--- src/rtl/max_scan_ctrl.sv ---
`default_nettype none
// ============================================================================
// Module   : max_scan_ctrl (with helper max_scan_addsub)
// Purpose  : Streams a frame of N-bit unsigned operands through one shared
//            subtract-based comparator and reports the frame maximum.
//            A start pulse arms the controller for len words, words are taken
//            one per cycle over valid/ready, and done pulses once the result
//            is final. The result is held until the next accepted start.
// Ports    : clk      - rising-edge clock
//            rst      - synchronous active-high reset
//            start    - arm a new frame (sampled only in IDLE)
//            len      - frame word count, sampled with start (saturated)
//            in_valid - in_data is valid
//            in_data  - N-bit unsigned operand
//            in_ready - controller accepts in_data this cycle (SCAN only)
//            busy     - high in SCAN and DONE
//            done     - one-cycle pulse, result valid from this cycle on
//            max_out  - frame maximum
//            idx_out  - 0-based position of the maximum (MAX_SCAN_INDEX_EN)
// Config   : `define MAX_SCAN_INDEX_EN to compile in idx_out, the index
//            register and the position counter.
// Revision : 1.0 - initial release
// ============================================================================

// N-bit add/subtract unit. In subtract mode it forms a + ~b + 1 over N+1
// bits, so result[N] is the borrow (set when a < b).
module max_scan_addsub #(
  parameter int N = 5
) (
  input  logic [N-1:0] a,
  input  logic [N-1:0] b,
  input  logic         sub,
  output logic [N:0]   result
);

  logic [N:0] w_b_ext;

  always_comb begin
    w_b_ext = sub ? ~{1'b0, b} : {1'b0, b};
    result  = {1'b0, a} + w_b_ext + {{N{1'b0}}, sub};
  end

endmodule

module max_scan_ctrl #(
  parameter  int N       = 5,
  parameter  int LEN_MAX = 15,
  localparam int CW      = $clog2(LEN_MAX + 1)
) (
  input  logic          clk,
  input  logic          rst,
  input  logic          start,
  input  logic [CW-1:0] len,
  input  logic          in_valid,
  input  logic [N-1:0]  in_data,
  output logic          in_ready,
  output logic          busy,
  output logic          done,
  output logic [N-1:0]  max_out
`ifdef MAX_SCAN_INDEX_EN
  ,
  output logic [CW-1:0] idx_out
`endif
);

  typedef enum logic [1:0] {
    ST_IDLE = 2'd0,
    ST_SCAN = 2'd1,
    ST_DONE = 2'd2
  } state_t;

  localparam logic [CW-1:0] C_LEN_MAX = CW'(LEN_MAX);
  localparam logic [CW-1:0] C_ONE     = CW'(1);

  state_t        state_q, state_d;
  logic [CW-1:0] rem_q, rem_d;
  logic          got_first_q, got_first_d;
  logic [N-1:0]  max_q, max_d;
`ifdef MAX_SCAN_INDEX_EN
  logic [CW-1:0] pos_q, pos_d;
  logic [CW-1:0] idx_q, idx_d;
`endif

  logic [CW-1:0] w_len_sat;
  logic          w_accept;
  logic [N:0]    w_diff;
  logic          w_greater;

  // Shared comparator: in_data - max_q, one instance for the whole frame.
  max_scan_addsub #(
    .N (N)
  ) u_cmp (
    .a      (in_data),
    .b      (max_q),
    .sub    (1'b1),
    .result (w_diff)
  );

  // No borrow and a non-zero difference means strictly greater; ties keep
  // the earlier word.
  assign w_greater = ~w_diff[N] & (|w_diff[N-1:0]);
  assign w_len_sat = (len > C_LEN_MAX) ? C_LEN_MAX : len;
  assign w_accept  = in_valid && (state_q == ST_SCAN);

  always_comb begin
    state_d     = state_q;
    rem_d       = rem_q;
    got_first_d = got_first_q;
    max_d       = max_q;
`ifdef MAX_SCAN_INDEX_EN
    pos_d       = pos_q;
    idx_d       = idx_q;
`endif

    case (state_q)
      ST_IDLE: begin
        if (start) begin
          max_d       = '0;
          got_first_d = 1'b0;
`ifdef MAX_SCAN_INDEX_EN
          pos_d       = '0;
          idx_d       = '0;
`endif
          if (w_len_sat != '0) begin
            rem_d   = w_len_sat;
            state_d = ST_SCAN;
          end else begin
            state_d = ST_DONE;
          end
        end
      end

      ST_SCAN: begin
        if (w_accept) begin
          // The first word loads unconditionally, whatever the comparator says.
          if (!got_first_q || w_greater) begin
            max_d = in_data;
`ifdef MAX_SCAN_INDEX_EN
            idx_d = pos_q;
`endif
          end
          got_first_d = 1'b1;
          rem_d       = rem_q - C_ONE;
`ifdef MAX_SCAN_INDEX_EN
          pos_d       = pos_q + C_ONE;
`endif
          if (rem_q == C_ONE) begin
            state_d = ST_DONE;
          end
        end
      end

      ST_DONE: begin
        state_d = ST_IDLE;
      end

      default: begin
        state_d = ST_IDLE;
      end
    endcase
  end

  always_ff @(posedge clk) begin
    if (rst) begin
      state_q     <= ST_IDLE;
      rem_q       <= '0;
      got_first_q <= 1'b0;
      max_q       <= '0;
`ifdef MAX_SCAN_INDEX_EN
      pos_q       <= '0;
      idx_q       <= '0;
`endif
    end else begin
      state_q     <= state_d;
      rem_q       <= rem_d;
      got_first_q <= got_first_d;
      max_q       <= max_d;
`ifdef MAX_SCAN_INDEX_EN
      pos_q       <= pos_d;
      idx_q       <= idx_d;
`endif
    end
  end

  // Moore outputs decoded from the state register.
  assign in_ready = (state_q == ST_SCAN);
  assign busy     = (state_q == ST_SCAN) || (state_q == ST_DONE);
  assign done     = (state_q == ST_DONE);
  assign max_out  = max_q;
`ifdef MAX_SCAN_INDEX_EN
  assign idx_out  = idx_q;
`endif

endmodule

`default_nettype wire
--- config.mk ---
export PLATFORM = sky130hd
export DESIGN_NAME = max_scan_ctrl
export DESIGN_NICKNAME = d
export VERILOG_FILES = /design/src/rtl/max_scan_ctrl.sv
export SDC_FILE = /design/constraint.sdc
export NUM_CORES = 1
export LEC_CHECK = 0
export ABC_CLOCK_PERIOD_IN_PS = 2300
export CORE_AREA = 2 2 46 48
export DETAILED_ROUTE_END_ITERATION = 8
export DIE_AREA = 0 0 48 50
export HOLD_SLACK_MARGIN = 0.05
export PLACE_DENSITY = 0.84
export REMOVE_ABC_BUFFERS = 1
export SETUP_SLACK_MARGIN = 0.05
export SYNTH_ARGS = -nofsm -noshare
export SYNTH_HDL_FRONTEND = slang
export SYNTH_SLANG_ARGS = --single-unit
--- constraint.sdc ---
create_clock -name clk -period 2.3 [get_ports clk]
set_input_delay 0.46 -clock clk [delete_from_list [all_inputs] [get_ports clk]]
set_output_delay 0.46 -clock clk [all_outputs]
set_load 0.1 [all_outputs]
==> impl_metrics.env <==
export IMPL_status="finished, final reports clean"
export IMPL_cts_buffers_inserted=3
export IMPL_place_inst=149
export IMPL_p_switching_uw=780
export IMPL_setup_worst_path_class="in -> reg"
export IMPL_cts_tree="yes"
export IMPL_slew_violations=0
export IMPL_gr_total_overflow=0
export IMPL_cts_num_sinks=12
export IMPL_grt_pass1_vias=770
export IMPL_async_reset_ff_frac=0
export IMPL_finalCritPeriodShare=0.950
export IMPL_crit_fanout=5
export IMPL_postSynthAreaPerCell_um2=8.82
export IMPL_ir_worst_vdd_uv=904
export IMPL_dp_slack_ns=-0.514
export IMPL_num_io_pins=21
export IMPL_routed_wl_mm=1.92
export IMPL_clk_latency_ns=0.27
export IMPL_initial_core_util=0.459
export IMPL_ys_ff_latch=12
export IMPL_ff2ff_setup_slack_ns=0.14
export IMPL_netlist_area_um2=873
export IMPL_pwr_share_seq=0.222
export IMPL_rr_worst_depth=10
export IMPL_cts_reportedPaths_clkPinSlew_ns=0.08
export IMPL_area_growth_pct=38.7
export IMPL_end_kind="flip-flop"
export IMPL_finalCriticalPeriod_ns=2.18
export IMPL_worst_slack_ns=0.116
export IMPL_final_cells=155
export IMPL_rsz0062_at_grt="no"
export IMPL_hold_viol=0
export IMPL_die_x_um=48
export IMPL_layout_nets=153
export IMPL_arrival_ns=2.40
export IMPL_grt_pass1_wl_mm=3.12
export IMPL_core_region_area_um2=1900
export IMPL_yosysTopAreaCell="dfxtp_1"
export IMPL_postSynthCellCount=99
export IMPL_via_count=796
export IMPL_ys_warn_count=0
export IMPL_place_congestion=0.833
export IMPL_clock_skew_ns=0.00274
export IMPL_synth_compound_area_frac=0.228
export IMPL_pwr_share_clk=0.114
export IMPL_placementRows=16
export IMPL_pwr_share_comb=0.664
export IMPL_hpwl_mm=1.45
export IMPL_switching_share=0.523
export IMPL_drcViolationCount=0
export IMPL_cp_required_ns=2.52
export IMPL_worstHoldPathType="in -> reg"
export IMPL_cts_root_buf="clkbuf_4"
export IMPL_max_slew_margin=0.674
export IMPL_grt_max_degree=11
export IMPL_regToRegStartpoint="max_out[0]"
export IMPL_synth_top_area_share=0.275
export IMPL_yosysMostFrequentCell="dfxtp_1"
export IMPL_synth_edf_count=0
export IMPL_synth_xor_area_frac=0.0301
export IMPL_port_buffers=20
export IMPL_startpoint_type="input port"
export IMPL_synth_simple_area_share=0.228
export IMPL_dieArea_um2=2400
export IMPL_reg2reg_to="max_out[0]"
export IMPL_yosysSeqAreaShare=0.275
export IMPL_final_antenna_net_count=0
export IMPL_drt_iter0_drc=9
export IMPL_clk_path_buf_depth=2
export IMPL_leakagePower_uw=0.000481
export IMPL_drt_pass1_iter_count=3
export IMPL_via_per_inst=5.14
export IMPL_synth_area_mux_share=0.0115
export IMPL_fmax_mhz=458
export IMPL_grt_total_usage=0.180
export IMPL_power_uw=1490
export IMPL_drv_cap=0
export IMPL_crit_start="in_data[2]"
export IMPL_synth_top_family_by_area="simple AND/OR/NAND/NOR gates"
export IMPL_yosys_most_used_dff="dfxtp_1"
export IMPL_intPower_uw=712
export IMPL_yosysUniqueCellTypes=37
export IMPL_antenna_cells=0
export IMPL_die_height_um=50
export IMPL_htreeDepth=1
export IMPL_antenna_found_initial=0
export IMPL_setup_viol=0
export IMPL_ys_top_cells_by_area="dfxtp_1 28%, ha_1 14%, a22o_1 5.0%"
export IMPL_drive_above_1_share=0.281
export IMPL_tightest_slew_ns=0.487
export IMPL_synth_fa_ha_area_frac=0.166
export IMPL_power_density_nw_per_um2=1230
export IMPL_crit_end="max_out[0]"
export IMPL_wl_per_cell_um=12.4
export IMPL_synth_top_cells_by_count="12 x dfxtp_1, 11 x inv_1, 10 x ha_1"
## how the worst min path moves through the flow
stage | startpoint | end | slack (ns) | cells after the start
finish | in_data[0] | max_out[0] | 0.43 | 2
global route | in_data[0] | max_out[0] | 0.41 | 2
CTS | got_first_q | got_first_q | 0.46 | 2
detailed placement | got_first_q | got_first_q | 0.45 | 2
global placement | got_first_q | got_first_q | 0.44 | 2
floorplan | got_first_q | got_first_q | 0.43 | 2
## critical path, cell delays in order
cell             delay, ns
clkdlybuf4s50_1       0.54
ha_4                  0.24
a21o_1                0.19
a21oi_2               0.13
xor2_1                0.18
a31oi_2               0.12
buf_4                 0.16
a21oi_4               0.20
a22o_1                0.18
## metal layers
layer,GRT usage,vias to the layer above,part of all wire
met2,0.289,19,0.49
met3,0.0549,3,0.050
met5,0,-,0
li1,-,405,-
met4,0.0541,0,0.012
met1,0.223,369,0.45
## per-stage QoR
step / utilization / TNS, ns / instance area (um^2) / hold slack, ns
after floorplan: - / -2.62 / 861 / 0.431
after global placement: 0.591 / -1.93 / 1120 / 0.444
after detailed placement: 0.591 / -2.50 / 1120 / 0.452
after CTS: 0.624 / 0 / 1190 / 0.462
after global routing: 0.637 / 0 / 1210 / 0.411
final: 0.637 / 0 / 1210 / 0.426
## timing repair
item                       4_1_cts  5_1_grt
setup endpoints to repair        5        5
setup buffers                    1        1
gates resized for setup          9        5
pin swaps                        5        8
hold buffers                     0        0
## cell type report
class,count,area [um^2]
inverter,11,41.3
tap,27,33.8
fill,158,691
multi-input combinational,74,616
timing repair buffer,27,243
sequential,12,241
clock buffer,4,36.3
## kinds of logic after synthesis
group,Yosys count
DFF,12
xor gates and xnor gates,3
AOI/OAI and AO/OA,28
buffers and inverters,13
adders and majority gates,11
muxes,1
and+or+nand+nor,31
## power groups by stage
| stage | Clock (uW) | Combinational [uW] | Sequential (uW) |
|---|---|---|---|
| final | 170 | 991 | 332 |
| after global routing | 183 | 1070 | 341 |
| after CTS | 173 | 976 | 330 |
| after detailed placement | 0 | 957 | 333 |
| after global placement | 0 | 926 | 330 |
| after floorplan | 0 | 666 | 408 |
## cells in the final DEF, fill, tap and decap left out, types with 2 or more instances in the layout
master            n
a21oi_2           2
dfxtp_1          11
nor2_1            8
a211oi_1          2
clkbuf_4          3
nand2_1           7
a22o_1            5
a22oi_1           2
ha_1              8
buf_4            13
clkdlybuf4s50_1  10
nor2b_1           4
o21ai_0           3
a21oi_1           6
inv_1            10
## state kept, by name, indices dropped and copies added, names as in the netlist
name	count
got_first_q	1
max_out	5
rem_q	4
state_q	2
Note: power is estimated with default switching activity, not from simulation.
